===== config.mk =====
export PLATFORM = sky130hd
export DESIGN_NAME = ysyx_idu
export DESIGN_NICKNAME = d
export VERILOG_FILES = /design/src/rtl/ysyx_idu_pkg.sv /design/src/rtl/ysyx_idu_imm.sv /design/src/rtl/ysyx_idu.sv
export SDC_FILE = /design/constraint.sdc
export NUM_CORES = 1
export LEC_CHECK = 0
export ABC_AREA = 0
export BUFFER_PORTS_ARGS = -buffer_cell sky130_fd_sc_hd__buf_2
export CAP_MARGIN = 25
export CORE_AREA = 2 2 135 137
export CTS_BUF_LIST = sky130_fd_sc_hd__clkbuf_8
export CTS_CLUSTER_DIAMETER = 60
export DETAILED_ROUTE_END_ITERATION = 10
export DIE_AREA = 0 0 137 139
export GPL_TIMING_DRIVEN = 0
export PLACE_DENSITY = 0.69
export SKIP_CTS_REPAIR_TIMING = 1
export SLEW_MARGIN = 20
export SYNTH_ARGS = -nofsm -noshare
export SYNTH_HDL_FRONTEND = slang
export SYNTH_SLANG_ARGS = --single-unit

===== constraint.sdc =====
create_clock -name clk -period 3.64 [get_ports clk]
set_input_delay 0.546 -clock clk [delete_from_list [all_inputs] [get_ports clk]]
set_output_delay 0.546 -clock clk [all_outputs]
set_load 0.02 [all_outputs]

===== src/rtl/ysyx_idu_pkg.sv =====
`default_nettype none
// ============================================================================
//  Module      : ysyx_idu_pkg
//  Description : Shared decode definitions for the IDU and downstream stages:
//                instruction class codes, immediate formats, 7-bit opcodes and
//                an opcode classifier.
//  Revision    : 1.0 - initial release
// ============================================================================
package ysyx_idu_pkg;

    typedef enum logic [3:0] {
        CLS_LUI     = 4'd0,
        CLS_AUIPC   = 4'd1,
        CLS_JAL     = 4'd2,
        CLS_JALR    = 4'd3,
        CLS_BRANCH  = 4'd4,
        CLS_LOAD    = 4'd5,
        CLS_STORE   = 4'd6,
        CLS_OPIMM   = 4'd7,
        CLS_OP      = 4'd8,
        CLS_FENCE   = 4'd9,
        CLS_SYSTEM  = 4'd10,
        CLS_ILLEGAL = 4'd15
    } cls_e;

    typedef enum logic [2:0] {
        FMT_R = 3'd0,
        FMT_I = 3'd1,
        FMT_S = 3'd2,
        FMT_B = 3'd3,
        FMT_U = 3'd4,
        FMT_J = 3'd5
    } fmt_e;

    localparam logic [6:0] OPC_LUI    = 7'b0110111;
    localparam logic [6:0] OPC_AUIPC  = 7'b0010111;
    localparam logic [6:0] OPC_JAL    = 7'b1101111;
    localparam logic [6:0] OPC_JALR   = 7'b1100111;
    localparam logic [6:0] OPC_BRANCH = 7'b1100011;
    localparam logic [6:0] OPC_LOAD   = 7'b0000011;
    localparam logic [6:0] OPC_STORE  = 7'b0100011;
    localparam logic [6:0] OPC_OPIMM  = 7'b0010011;
    localparam logic [6:0] OPC_OP     = 7'b0110011;
    localparam logic [6:0] OPC_FENCE  = 7'b0001111;
    localparam logic [6:0] OPC_SYSTEM = 7'b1110011;

    typedef struct packed {
        cls_e cls;
        fmt_e fmt;
        logic use_rs1;
        logic use_rs2;
        logic has_rd;
    } op_info_t;

    // Every legal opcode ends in 2'b11, so a full 7-bit match also rejects
    // compressed/short encodings.
    function automatic op_info_t decode_opcode(input logic [6:0] opc);
        op_info_t info;
        info = '{cls: CLS_ILLEGAL, fmt: FMT_R, use_rs1: 1'b0, use_rs2: 1'b0, has_rd: 1'b0};
        case (opc)
            OPC_LUI:    info = '{cls: CLS_LUI,    fmt: FMT_U, use_rs1: 1'b0, use_rs2: 1'b0, has_rd: 1'b1};
            OPC_AUIPC:  info = '{cls: CLS_AUIPC,  fmt: FMT_U, use_rs1: 1'b0, use_rs2: 1'b0, has_rd: 1'b1};
            OPC_JAL:    info = '{cls: CLS_JAL,    fmt: FMT_J, use_rs1: 1'b0, use_rs2: 1'b0, has_rd: 1'b1};
            OPC_JALR:   info = '{cls: CLS_JALR,   fmt: FMT_I, use_rs1: 1'b1, use_rs2: 1'b0, has_rd: 1'b1};
            OPC_BRANCH: info = '{cls: CLS_BRANCH, fmt: FMT_B, use_rs1: 1'b1, use_rs2: 1'b1, has_rd: 1'b0};
            OPC_LOAD:   info = '{cls: CLS_LOAD,   fmt: FMT_I, use_rs1: 1'b1, use_rs2: 1'b0, has_rd: 1'b1};
            OPC_STORE:  info = '{cls: CLS_STORE,  fmt: FMT_S, use_rs1: 1'b1, use_rs2: 1'b1, has_rd: 1'b0};
            OPC_OPIMM:  info = '{cls: CLS_OPIMM,  fmt: FMT_I, use_rs1: 1'b1, use_rs2: 1'b0, has_rd: 1'b1};
            OPC_OP:     info = '{cls: CLS_OP,     fmt: FMT_R, use_rs1: 1'b1, use_rs2: 1'b1, has_rd: 1'b1};
            OPC_FENCE:  info = '{cls: CLS_FENCE,  fmt: FMT_I, use_rs1: 1'b0, use_rs2: 1'b0, has_rd: 1'b0};
            OPC_SYSTEM: info = '{cls: CLS_SYSTEM, fmt: FMT_I, use_rs1: 1'b0, use_rs2: 1'b0, has_rd: 1'b0};
            default:    ;
        endcase
        return info;
    endfunction

endpackage
`default_nettype wire


===== src/rtl/ysyx_idu_imm.sv =====
`default_nettype none
// ============================================================================
//  Module      : ysyx_idu_imm
//  Description : Combinational immediate generator; sign-extends the
//                I/S/B/U/J immediate selected by fmt_i, zero for R-type.
//  Revision    : 1.0 - initial release
// ============================================================================
module ysyx_idu_imm
    import ysyx_idu_pkg::*;
#(
    parameter int DATA_W = 32
) (
    // opcode bits [6:0] never contribute to an immediate
    input  logic [31:7]       inst_i,
    input  fmt_e              fmt_i,
    output logic [DATA_W-1:0] imm_o
);

    logic [31:0] w_imm32;

    // Assemble the 32-bit immediate for the selected format
    always_comb begin
        w_imm32 = '0;
        case (fmt_i)
            FMT_I:   w_imm32 = {{20{inst_i[31]}}, inst_i[31:20]};
            FMT_S:   w_imm32 = {{20{inst_i[31]}}, inst_i[31:25], inst_i[11:7]};
            FMT_B:   w_imm32 = {{19{inst_i[31]}}, inst_i[31], inst_i[7], inst_i[30:25],
                                inst_i[11:8], 1'b0};
            FMT_U:   w_imm32 = {inst_i[31:12], 12'b0};
            FMT_J:   w_imm32 = {{11{inst_i[31]}}, inst_i[31], inst_i[19:12], inst_i[20],
                                inst_i[30:21], 1'b0};
            default: w_imm32 = '0;
        endcase
    end

    assign imm_o = DATA_W'(signed'(w_imm32));

endmodule
`default_nettype wire


===== src/rtl/ysyx_idu.sv =====
`default_nettype none
// ============================================================================
//  Module      : ysyx_idu
//  Description : Instruction decode stage with a single-entry output register,
//                a register busy scoreboard for RAW stalls and redirect flush.
//  Revision    : 1.0 - initial release
// ============================================================================
module ysyx_idu
    import ysyx_idu_pkg::*;
#(
    parameter int ADDR_W = 32,
    parameter int DATA_W = 32,
    parameter int NR_REG = 16
) (
    input  logic              clk,
    input  logic              rst,
    input  logic              prev_valid,
    output logic              ready_o,
    input  logic [DATA_W-1:0] inst,
    input  logic [ADDR_W-1:0] pc,
    output logic              valid_o,
    input  logic              next_ready,
    input  logic              flush,
    input  logic              wb_valid,
    input  logic [4:0]        wb_rd,
    output logic [ADDR_W-1:0] pc_o,
    output logic [DATA_W-1:0] inst_o,
    output logic [4:0]        rs1_o,
    output logic [4:0]        rs2_o,
    output logic [4:0]        rd_o,
    output logic              rd_we_o,
    output logic [DATA_W-1:0] imm_o,
    output logic [2:0]        funct3_o,
    output logic              funct7b5_o,
    output logic [3:0]        cls_o,
    output logic              illegal_o
);

    localparam logic [5:0] C_NR_REG = 6'(NR_REG);

    // ---------------- combinational decode of the incoming word -----------
    op_info_t          w_op;
    logic [4:0]        w_rd, w_rs1, w_rs2;
    logic              w_bad_reg, w_illegal, w_rd_we;
    logic [DATA_W-1:0] w_imm;

    assign w_op  = decode_opcode(inst[6:0]);
    assign w_rd  = inst[11:7];
    assign w_rs1 = inst[19:15];
    assign w_rs2 = inst[24:20];

    // Only register fields the instruction actually uses can make it illegal
    assign w_bad_reg = (w_op.has_rd  & ({1'b0, w_rd}  >= C_NR_REG))
                     | (w_op.use_rs1 & ({1'b0, w_rs1} >= C_NR_REG))
                     | (w_op.use_rs2 & ({1'b0, w_rs2} >= C_NR_REG));
    assign w_illegal = (w_op.cls == CLS_ILLEGAL) | w_bad_reg;
    assign w_rd_we   = w_op.has_rd & (w_rd != 5'd0) & ~w_illegal;

    ysyx_idu_imm #(
        .DATA_W (DATA_W)
    ) u_imm (
        .inst_i (inst[31:7]),
        .fmt_i  (w_op.fmt),
        .imm_o  (w_imm)
    );

    // ---------------- held instruction and scoreboard state ---------------
    logic              vld_q, vld_d;
    logic [ADDR_W-1:0] pc_q;
    logic [DATA_W-1:0] inst_q, imm_q;
    logic [4:0]        rs1_q, rs2_q, rd_q;
    logic              rd_we_q, illegal_q, use_rs1_q, use_rs2_q;
    logic [3:0]        cls_q;
    logic [NR_REG-1:0] busy_q, busy_d;

    logic w_rs1_busy, w_rs2_busy, w_hazard, w_issue, w_cap;

    // Look up the busy bit of each used source; indices past NR_REG never hit
    always_comb begin
        w_rs1_busy = 1'b0;
        w_rs2_busy = 1'b0;
        for (int r = 1; r < NR_REG; r++) begin
            if (rs1_q == 5'(r)) w_rs1_busy = busy_q[r];
            if (rs2_q == 5'(r)) w_rs2_busy = busy_q[r];
        end
    end

    assign w_hazard = vld_q & ((use_rs1_q & w_rs1_busy) | (use_rs2_q & w_rs2_busy));
    assign valid_o  = vld_q & ~w_hazard;
    assign ready_o  = ~vld_q | (next_ready & ~w_hazard);
    assign w_issue  = valid_o & next_ready;
    assign w_cap    = prev_valid & ready_o & ~flush;

    // Valid flag: flush dominates, then capture, then drain on issue
    always_comb begin
        vld_d = vld_q;
        if (flush)        vld_d = 1'b0;
        else if (w_cap)   vld_d = 1'b1;
        else if (w_issue) vld_d = 1'b0;
    end

    // Scoreboard next state: writeback clears first so a same-cycle issue wins
    always_comb begin
        busy_d = busy_q;
        for (int r = 1; r < NR_REG; r++) begin
            if (wb_valid && (wb_rd == 5'(r)))               busy_d[r] = 1'b0;
            if (w_issue && rd_we_q && (rd_q == 5'(r)))      busy_d[r] = 1'b1;
        end
        busy_d[0] = 1'b0;
    end

    // Control and scoreboard registers
    always_ff @(posedge clk) begin
        if (!rst) begin
            vld_q  <= 1'b0;
            busy_q <= '0;
        end else begin
            vld_q  <= vld_d;
            busy_q <= busy_d;
        end
    end

    // Decoded payload register, loaded only on capture
    always_ff @(posedge clk) begin
        if (!rst) begin
            pc_q      <= '0;
            inst_q    <= '0;
            imm_q     <= '0;
            rs1_q     <= '0;
            rs2_q     <= '0;
            rd_q      <= '0;
            rd_we_q   <= 1'b0;
            illegal_q <= 1'b0;
            use_rs1_q <= 1'b0;
            use_rs2_q <= 1'b0;
            cls_q     <= '0;
        end else if (w_cap) begin
            pc_q      <= pc;
            inst_q    <= inst;
            imm_q     <= w_imm;
            rs1_q     <= w_rs1;
            rs2_q     <= w_rs2;
            rd_q      <= w_rd;
            rd_we_q   <= w_rd_we;
            illegal_q <= w_illegal;
            use_rs1_q <= w_op.use_rs1;
            use_rs2_q <= w_op.use_rs2;
            cls_q     <= w_op.cls;
        end
    end

    assign pc_o       = pc_q;
    assign inst_o     = inst_q;
    assign imm_o      = imm_q;
    assign rs1_o      = rs1_q;
    assign rs2_o      = rs2_q;
    assign rd_o       = rd_q;
    assign rd_we_o    = rd_we_q;
    assign illegal_o  = illegal_q;
    assign cls_o      = cls_q;
    assign funct3_o   = inst_q[14:12];
    assign funct7b5_o = inst_q[30];

endmodule
`default_nettype wire


# == Yosys cells after proc, flatten, opt, wreduce, memory -nomap -nowiden ==
# Index checks and enable logic that the tools add are counted.
# totals
input_bits,75
elab_cells,243
out_inout_bits,123
ff_bits,135
# op_classes
reduce_logical,49
bitwise,23
mux,64
order_cmp,3
eq_ne,77
# ops
cell,n
$eq A5 B4 Y1 const B,32
$pmux W32 S5,1
$pmux W10 S11,1
$eq A5 B3 Y1 const B,16
$mux W1,62
$eq A5 B2 Y1 const B,8
$reduce_bool A2 Y1,16
$logic_and A1 B1 Y1,31
$eq A7 B7 Y1 const B,4
$eq A7 B6 Y1 const B,3
$eq A5 B1 Y1 const B,4
$ge A5 B5 Y1 const B,3
$eq A7 B5 Y1 const B,2
$and A1 B1 Y1,13
$eq A7 B2 Y1 const B,1
$eq A7 B4 Y1 const B,1
$eq A3 B2 Y1 const B,2
$eq A3 B3 Y1 const B,2
$not A1 Y1,5
$or A1 B1 Y1,5
$reduce_bool A5 Y1,1
$eq A4 B4 Y1 const B,1
$eq A3 B1 Y1 const B,1
$reduce_or A2 Y1,1

# == Depth between registers and ports, before layout ==
# Gate-level depths: netlist of run 1.
# logic_depth
depth_word,25
mapped_depth,10
depth_no_buf,6

# == Hierarchy ==
# Synthesis of run 1 repeated with hierarchy kept, for this count alone.
# unflattened
hier_cells,733
area_unflattened_um2,6108.4
# by_module_without_submodules
module,area_per_inst_um2,seq_area_each_um2,cells_per_inst,instances
ysyx_idu,5718.0,2402.3,667,1
ysyx_idu_imm,390.4,0.0,66,1

# == Worst setup path after synthesis of run 1 ==
# No wires, ideal clock.
# synth_path
kind,register to output
start,register inst_o[21] (netlist name)
end,output port ready_o
required_time_ns,3.094
path_buffers,1
path_slack_ns,0.902
arrival_time_ns,2.192
path_stages_with_launch,7
path_cell_list,dfxtp_1 buf_2 mux2i_1 nor4_1 a2111o_1 a21bo_2 o21ai_0
# synth_rtl
element,line,text
end: declaration,ysyx_idu.sv:18,"output logic ready_o,"

==> results.md, run 1 <==
- Status: finished, final reports clean
- FMAX: 0.296 GHz
- Die area: 19000 µm²
- Maximum vdd drop: 0.000222 V
- Largest net degree at the start of global routing: 17
- Hold Crit Start: pc[2]
- Core Util, Final: 43.5%
- Placer congestion estimate: 0.849
- Worst Hold Class: in -> reg
- Critical path type: reg -> out
- Insertion delay to the later sink of the worst-skew pair: 0.45 ns
- Number of core rows: 49
- Final WL: 19100 µm
- Crit path max fanout: 10
- Starting Density: 34.3%
- First-pass GRT wire length: 29700 µm
- Power per cell area: 415 nW/µm²
- CTS Buffer Depth: 2
- Clock root cell: clkbuf_8
- Slew Limit Fails: 0
- Mapped Area: 6050 µm²
- Synthesized instance count: 722
- Worst clock skew: 0.0124 ns
- EDFF count, synth: 0
- WL per Instance: 16.3 µm
- Congestion Overflow GR: 0
- Total Neg Setup Slack: 0 ns
- Antenna-violating nets left: 0
- Port Buffer Count: 195
- H-tree levels: 4
- Share of cells above drive strength 1: 28.6%
- Worst-margin pin slew: 0.794 ns
- Worst Path Required: 3.09 ns
- Placed Cells: 1146
- CTS buffer count: 17
- Reg2reg path depth: 9
- Clock transition at path regs: 0.07 ns
- Slew headroom: 46.6%
- TritonRoute pass-1 iters: 5
- Slowest CP cell: dfxtp_1
- DP HPWL: 14600 µm
- Leakage: 3.56 nW
- Min Tclk post-route: 3.38 ns
- Die Y: 139 µm
- PnR worst setup slack: 0.260 ns
- DRC Markers: 0
- Crit path largest cell delay: 0.50 ns
- Vias/cell: 5.08
- Sequential area share after synthesis: 39.7%
- Total number of vias: 5981
- Hold path endpoint: pc_o[2]
- Worst hold slack: 0.340 ns
- Core area: 17700 µm²
- Clock Sinks: 120
- Die width: 137 µm
- Vias in the first global route: 5584
- Period utilization: 92.9%
- Dpl ws: 0.742 ns
- Syn nets: 797
- Arr. time, crit path: 2.83 ns
- Initial antenna violation count: 0
- Worst R2R End: inst_o[5]
- Iter 0 DRT Violations: 385
- Final Hold Vio Count: 0
- GRT Total Usage: 19.9%
- Top cell by count, worst path: buf_2
- Final setup viols: 0
- Cell variety after synth: 60
- Most frequently used flop master after synthesis: dfxtp_1
- Yosys warnings: 0
- Worst R2R Setup Slack: 0.77 ns
- Crit. End Element: output pin
- Post-synth ARST share: 0%
- IO Pins: 198
- Worst r2r src: inst_o[16]
- Post-Syn Area per Cell: 8.38 µm²
- Commonest non-fill, non-tap cell in the layout: nand2_1
- Most frequent cells in the layout: nand2_1, buf_2, dfxtp_1
- Post-route insts no fill: 1177
- CP Launch Type: flop
- Max-cap violations: 0
- Filler cells: 1822
- Diode count: 0
- Post-synthesis register bit count: 120
- WHS Path Cells: 3
- Critical-path cell list: buf_2 > mux2i_1 > nor4_1 > a2111o_1 > a21bo_2 > o21ai_0 > buf_2
- RSZ-0062 raised after global routing: false
- Layout area overhead: 27.0%
- Final net count: 1011
- CTS tree: built
==> critical path: cells and delay by family (launching register included) <==
family	cells	cell delay, ns
AOI/OAI and AO/OA	3	1.05
buffers and inverters	2	0.55
DFF	1	0.50
muxes	1	0.23
and+or+nand+nor	1	0.06
==> power breakdown <==
group	switching, W	internal (W)	total (W)
Clock	0.000529	0.000625	0.00115
Sequential	0.0000521	0.00139	0.00144
Combinational	0.000372	0.000227	0.000599
==> through the flow <==
step / area, µm² / total power, W
after global routing: 7690 / 0.00333
after global placement: 7310 / 0.00206
after floorplan: 6050 / 0.00184
final: 7690 / 0.00319
after CTS: 7690 / 0.00323
after detailed placement: 7310 / 0.00207
==> how the worst max path moves through the flow <==
stage	to	start	slack, ns
global placement	ready_o	inst_o[21]	0.77
global route	ready_o	inst_o[16]	0.14
CTS	ready_o	inst_o[21]	0.24
finish	ready_o	inst_o[21]	0.26
detailed placement	ready_o	inst_o[21]	0.74
floorplan	ready_o	inst_o[21]	0.90
==> logic make-up (layout without fill, tap and decap cells) <==
group | after synthesis | in the layout | share of synthesized area, %
buffers and inverters | 87 | 313 | 7.71
AO/OA/AOI/OAI | 130 | 130 | 15.4
flip-flops | 120 | 120 | 39.7
AND/OR/NAND/NOR | 290 | 290 | 21.4
multiplexers | 95 | 95 | 15.8
==> final cells by class <==
cell class / count / area, µm² / share of cell area [%]
multi-input cells: 515 / 3180 / 41.4
flip-flops and latches: 120 / 2400 / 31.3
repair buffers: 195 / 976 / 12.7
plain buffers: 78 / 433 / 5.63
well taps: 229 / 287 / 3.73
clock buffers: 19 / 262 / 3.40
clock inverters: 12 / 111 / 1.45
inverters: 9 / 33.8 / 0.440
==> Yosys cell counts, types with 4 or more instances <==
cell,n,area (µm²)
nor2b_1,9,56.3
a311oi_1,8,70.1
a21o_1,7,52.6
nand2_1,214,803
clkbuf_1,39,146
nor3_1,4,20.0
a32oi_1,11,96.3
nand2b_1,5,31.3
o21ai_0,15,75.1
nor2_1,15,56.3
dfxtp_1,120,2400
a31oi_1,7,43.8
nand4b_1,4,35.0
a32o_1,4,40.0
nand3_1,8,40.0
a211oi_1,16,120
buf_2,7,35.0
o211ai_1,5,37.5
buf_4,27,203
mux2i_1,93,931
nand3b_1,6,45.0
a21oi_1,28,140
inv_1,8,30.0
buf_6,4,45.0
==> routing by layer <==
metal	GRT usage [%]	part of all wire, %	wire length (µm)
met5	0	0	0
met4	6.67	2.0	380
met3	4.86	7.6	1450
met2	31.4	46	8840
met1	26.4	44	8470
==> sequential cells by signal, indices dropped and copies added (netlist names) <==
signal     cells
use_rs2_q      1
imm_o         32
use_rs1_q      1
inst_o        32
busy_q        15
illegal_o      1
vld_q          1
rd_we_o        1
pc_o          32
cls_o          4
Power figures use the tool's default switching activity.
==> inputs of run 2 (changes only) <==
--- a/config.mk
+++ b/config.mk
@@ -15,6 +15,7 @@
 export DIE_AREA = 0 0 137 139
 export GPL_TIMING_DRIVEN = 0
 export PLACE_DENSITY = 0.69
+export RECOVER_POWER = 50
 export SKIP_CTS_REPAIR_TIMING = 1
 export SLEW_MARGIN = 20
 export SYNTH_ARGS = -nofsm -noshare
==> results.md, run 2 (synthesis gave the netlist of run 1 again) <==
- Status: finished, final reports clean
- WL per Instance: 16.4 µm (+0.74%)
- Most frequent cells in the layout: nand2_1, clkbuf_1, dfxtp_1
- Worst r2r src: inst_o[16]
- Die area: 19000 µm² (unchanged)
- Congestion Overflow GR: 0 (unchanged)
- GRT Total Usage: 19.9% (unchanged)
- Worst R2R Setup Slack: 0.74 ns (-0.03 ns)
- Core Util, Final: 42.7% (-0.81 points)
- CTS tree: built
- Crit path max fanout: 7 (-3)
- Vias/cell: 5.08 (-0.10%)
- Final WL: 19300 µm (+0.74%)
- Commonest non-fill, non-tap cell in the layout: nand2_1
- Top cell family by delay on the critical path: compound AO/OA/AOI/OAI gates
- WHS Path Cells: 3 (unchanged)
- Port Buffer Count: 195 (unchanged)
- Clock Sinks: 120 (unchanged)
- Hold path endpoint: pc_o[2]
- Clock transition at path regs: 0.07 ns (about the same)
- Final setup viols: 0 (unchanged)
- Top cell by count, worst path: o21ai_0
- Vias in the first global route: 5584 (unchanged)
- CTS Buffer Depth: 2 (unchanged)
- TritonRoute pass-1 iters: 5 (unchanged)
- Placer congestion estimate: 0.849 (unchanged)
- Largest net degree at the start of global routing: 17 (unchanged)
- Die width: 137 µm (unchanged)
- Iter 0 DRT Violations: 326 (-15%)
- Starting Density: 34.3% (unchanged)
- Post-route insts no fill: 1177 (unchanged)
- Critical path type: reg -> out
- Critical-path cell list: mux2_1 > a221o_1 > a2111oi_2 > o21ai_0 > o21ai_0 > buf_2
- DRC Markers: 0 (unchanged)
- Worst-margin pin slew: 0.790 ns (-0.00399 ns)
- Reg2reg path depth: 9 (unchanged)
- Power per cell area: 421 nW/µm² (+1.3%)
- Slew Limit Fails: 0 (unchanged)
- Crit. End Element: output pin
- Antenna-violating nets left: 0 (unchanged)
- Leakage: 3.09 nW (-13%)
- CTS buffer count: 17 (unchanged)
- Min Tclk post-route: 3.35 ns (-0.0285 ns)
- Worst Hold Class: in -> reg
- Crit path largest cell delay: 0.51 ns (about the same)
- Arr. time, crit path: 2.81 ns (-0.02 ns)
- Core area: 17700 µm² (unchanged)
- FMAX: 0.298 GHz (+0.85%)
- Switching share of total power: 30.2% (+0.32 points)
- Die Y: 139 µm (unchanged)
- Insertion delay to the later sink of the worst-skew pair: 0.45 ns (about the same)
- Diode count: 0 (unchanged)
- Slowest CP cell: dfxtp_1
- Layout area overhead: 24.7%
- Combinational share of power: 18.2% (-0.6 points)
- Total Neg Setup Slack: 0 ns (unchanged)
- Worst clock skew: 0.0109 ns (-0.00152 ns)
- Worst Path Required: 3.09 ns (about the same)
- First-pass GRT wire length: 29700 µm (unchanged)
- RSZ-0062 raised after global routing: false
- Seq pwr share: 45.4% (+0.3 points)
- Clock root cell: clkbuf_8
- CP Launch Type: flop
- Psw: 0.000958 W (+0.54%)
- Max-cap violations: 0 (unchanged)
- Initial antenna violation count: 0 (unchanged)
- Final net count: 1011 (unchanged)
- Maximum vdd drop: 0.000226 V (+1.7%)
- Hold Crit Start: pc[2]
- Slew headroom: 46.9% (+0.27 points)
- Clock power share: 36.4% (+0.2 points)
- Placed Cells: 1146 (unchanged)
- Final Hold Vio Count: 0 (unchanged)
- Number of core rows: 49 (unchanged)
- Share of cells above drive strength 1: 16.6% (-12 points)
- H-tree levels: 4 (unchanged)
- Period utilization: 92.1% (-0.78 points)
- Worst R2R End: inst_o[5]
- Crit path buf inv count: 1 (-1)
- Total number of vias: 5975 (-0.10%)
- DP HPWL: 14600 µm (unchanged)
- IO Pins: 198 (unchanged)
- P_int: 0.00222 W (-1.0%)
==> run 2: cell count changes in the layout (fill, tap and decap cells not counted) <==
cell      previous run  this run
buf_4               27        20
buf_2              202        88
clkbuf_4             0         7
clkbuf_1            39       153
==> run 2: layout make-up <==
type	count	area, µm²
well taps	229	287
plain buffers	78	433
fillers	1882	10100
flip-flops and latches	120	2400
clock inverters	12	111
multi-input cells	515	3180
inverters	9	33.8
clock buffers	19	262
repair buffers	195	833
==> run 2: power groups by stage <==
stage | registers [W] | clock network (W) | logic [W]
after CTS | 0.00144 | 0.00119 | 0.000600
after global placement | 0.00147 | 0 | 0.000594
after floorplan | 0.00154 | 0 | 0.000296
final | 0.00144 | 0.00116 | 0.000578
after detailed placement | 0.00147 | 0 | 0.000599
after global routing | 0.00145 | 0.00124 | 0.000626
==> run 2: layer usage <==
metal	GRT usage, %	up-vias	share of wire, %
met5	0	-	0
met4	6.67	0	2.0
met3	4.86	32	7.0
met2	31.4	225	46
met1	26.4	2794	45
li1	-	2924	-
==> run 2: worst max path at each step <==
stage	to	slack [ns]	cells past startpoint	startpoint
after floorplan	ready_o	0.90	6	inst_o[21]
after detailed placement	ready_o	0.74	7	inst_o[21]
after global routing	ready_o	0.13	6	inst_o[16]
after CTS	ready_o	0.24	7	inst_o[21]
after global placement	ready_o	0.77	7	inst_o[21]
final	ready_o	0.29	6	inst_o[16]
==> run 2: tightest hold or removal path, stage by stage <==
cell	delay, ns
buf_2	0.09
nand2_1	0.04
mux2i_1	0.05
==> run 2: stage by stage <==
| step | total power (W) | area (µm²) | hold slack [ns] | setup slack, ns |
|---|---|---|---|---|
| finish | 0.00317 | 7540 | 0.336 | 0.288 |
| global route | 0.00331 | 7540 | 0.324 | 0.133 |
| CTS | 0.00323 | 7690 | 0.316 | 0.243 |
| detailed placement | 0.00207 | 7310 | 0.435 | 0.742 |
| global placement | 0.00206 | 7310 | 0.432 | 0.775 |
| floorplan | 0.00184 | 6050 | 0.433 | 0.902 |
==> inputs of run 3 (changes only) <==
--- a/config.mk
+++ b/config.mk
@@ -6,14 +6,14 @@
 export NUM_CORES = 1
 export LEC_CHECK = 0
 export ABC_AREA = 0
-export BUFFER_PORTS_ARGS = -buffer_cell sky130_fd_sc_hd__buf_2
+export BUFFER_PORTS_ARGS = -buffer_cell sky130_fd_sc_hd__buf_4
 export CAP_MARGIN = 25
 export CORE_AREA = 2 2 135 137
 export CTS_BUF_LIST = sky130_fd_sc_hd__clkbuf_8
 export CTS_CLUSTER_DIAMETER = 60
 export DETAILED_ROUTE_END_ITERATION = 10
 export DIE_AREA = 0 0 137 139
-export GPL_TIMING_DRIVEN = 0
+export GPL_TIMING_DRIVEN = 1
 export PLACE_DENSITY = 0.69
 export RECOVER_POWER = 50
 export SKIP_CTS_REPAIR_TIMING = 1
==> results.md, run 3 (synthesis gave the netlist of run 1 again) <==
- RSZ-0062 raised after global routing: false
- Arr. time, crit path: 2.77 ns (-0.04 ns)
- Placer congestion estimate: 0.825 (-2.8%)
- WHS Path Cells: 3 (unchanged)
- TritonRoute pass-1 iters: 4 (-1)
- Slowest CP cell: dfxtp_1
- Slew headroom: 43.0% (-3.8 points)
- Crit. End Element: output pin
- CTS tree: built
- Total number of vias: 5626 (-5.8%)
- Initial antenna violation count: 0 (unchanged)
- Layout area overhead: 24.4%
- Commonest non-fill, non-tap cell in the layout: nand2_1
- Port Buffer Count: 197 (+1.0%)
- FMAX: 0.302 GHz (+1.2%)
- DP HPWL: 12600 µm (-13%)
- Crit path launch: inst_o[21]
- Top cell family by delay on the critical path: compound AO/OA/AOI/OAI gates
- Antenna-violating nets left: 0 (unchanged)
- Worst Path Required: 3.09 ns (about the same)
- Clock Sinks: 120 (unchanged)
- Crit path capture: ready_o
- Worst-margin pin slew: 0.851 ns (+0.0614 ns)
- Power per cell area: 458 nW/µm² (+8.8%)
- Total Neg Setup Slack: 0 ns (unchanged)
- Clock transition at path regs: 0.07 ns (about the same)
- Crit path buf inv count: 1 (unchanged)
- Iter 0 DRT Violations: 273 (-16%)
- Crit path max fanout: 17 (+10)
- Starting Density: 34.3% (unchanged)
- Final net count: 943 (-6.7%)
- Worst clock skew: 0.0123 ns (+0.00139 ns)
- Min Tclk post-route: 3.31 ns (-0.0401 ns)
- Vias/cell: 5.07 (-0.16%)
- Critical path type: reg -> out
- Leakage: 2.99 nW (-3.3%)
- Insertion delay to the later sink of the worst-skew pair: 0.44 ns (about the same)
- Critical-path cell list: mux2i_1 > nor4_1 > a2111o_1 > a21bo_2 > o21ai_0 > buf_4
- Period utilization: 91.0% (-1.1 points)
- Core area: 17700 µm² (unchanged)
- CP Launch Type: flop
- Max-cap violations: 0 (unchanged)
- Filler cells: 1845 (-2.0%)
- First-pass GRT wire length: 27200 µm (-8.4%)
- Final Hold Vio Count: 0 (unchanged)
- Share of cells above drive strength 1: 14.8% (-1.8 points)
- Number of core rows: 49 (unchanged)
- CTS buffer count: 17 (unchanged)
- Die width: 137 µm (unchanged)
- Final WL: 17700 µm (-8.3%)
- WL per Instance: 15.9 µm (-2.8%)
- Most frequent cells in the layout: nand2_1, clkbuf_1, dfxtp_1
- Status: finished, final reports clean
- Worst Hold Class: in -> reg
- H-tree levels: 4 (unchanged)
- CTS Buffer Depth: 2 (unchanged)
- Worst hold slack: 0.359 ns (+0.0226 ns)
- Worst r2r src: inst_o[21]
- GRT Total Usage: 18.2% (-1.7 points)
- Largest net degree at the start of global routing: 70 (+53)
- DRC Markers: 0 (unchanged)
- Worst R2R End: pc_o[16]
- Worst R2R Setup Slack: 0.55 ns (-0.19 ns)
- Maximum vdd drop: 0.000221 V (-2.4%)
- Levels on crit path: 6 (unchanged)
- Slew Limit Fails: 0 (unchanged)
- Final setup viols: 0 (unchanged)
- Diode count: 0 (unchanged)
- Congestion Overflow GR: 0 (unchanged)
- Die Y: 139 µm (unchanged)
- IO Pins: 198 (unchanged)
- Crit path largest cell delay: 0.71 ns (+0.20 ns)
- Clock root cell: clkbuf_8
- Reg2reg path depth: 8 (-1)
- Die area: 19000 µm² (unchanged)
- Vias in the first global route: 5049 (-9.6%)
run 3: cell types whose count changed in the layout (fill, tap and decap cells not counted), sizes merged:
cell	delta
inv	-2
buf	-28
clkbuf	-38
clkinvlp	+1
bufinv	+3
clkinv	-3
run 3: per-layer routing:
layer	wire [µm]	vias up	part of all wire [%]	GRT usage, %
li1	-	2801	-	-
met1	8130	2603	46	24.5
met2	8040	199	45	27.9
met3	1240	23	7.0	5.15
met4	265	0	1.5	5.86
met5	0	-	0	0
run 3: per-stage QoR:
step	utilization (%)	power [W]	setup slack [ns]	area, µm²	cells
2_1_floorplan	-	0.00184	0.902	6050	722
3_3_place_gp	42.3	0.00208	0.462	7460	1076
3_5_place_dp	42.4	0.00209	0.420	7490	1077
4_1_cts	45.1	0.00355	0.0800	7970	1109
5_1_grt	42.6	0.00360	0.115	7530	1110
6_report	42.6	0.00344	0.329	7530	1110
run 3: tightest hold or removal path, delay by kind of cell:
| kind | cells | cell delay [ns] |
|---|---|---|
| buffers and inverters | 1 | 0.10 |
| multiplexers | 1 | 0.06 |
| AND/OR/NAND/NOR | 1 | 0.04 |
run 3: worst min-delay path by stage:
stage / to / slack (ns) / startpoint
2_1_floorplan: use_rs2_q / 0.43 / use_rs2_q
3_3_place_gp: imm_o[28] / 0.43 / imm_o[28]
3_5_place_dp: imm_o[20] / 0.44 / imm_o[20]
4_1_cts: pc_o[27] / 0.32 / pc[27]
5_1_grt: pc_o[27] / 0.32 / pc[27]
6_report: pc_o[31] / 0.36 / pc[31]
run 3: power breakdown:
group	internal, W	switching, W
sequential	0.00139	0.0000700
clock	0.000889	0.000563
combinational	0.000202	0.000336
total	0.00248	0.000969
run 3: cell type report:
class / count / area [µm²] / area share (%)
Clock inverter: 11 / 191 / 2.54
Clock buffer: 21 / 289 / 3.84
Tap cell: 229 / 287 / 3.81
Multi-Input combinational cell: 515 / 3200 / 42.5
Sequential cell: 120 / 2400 / 31.9
Inverter: 9 / 33.8 / 0.449
Timing Repair Buffer: 205 / 1120 / 14.9
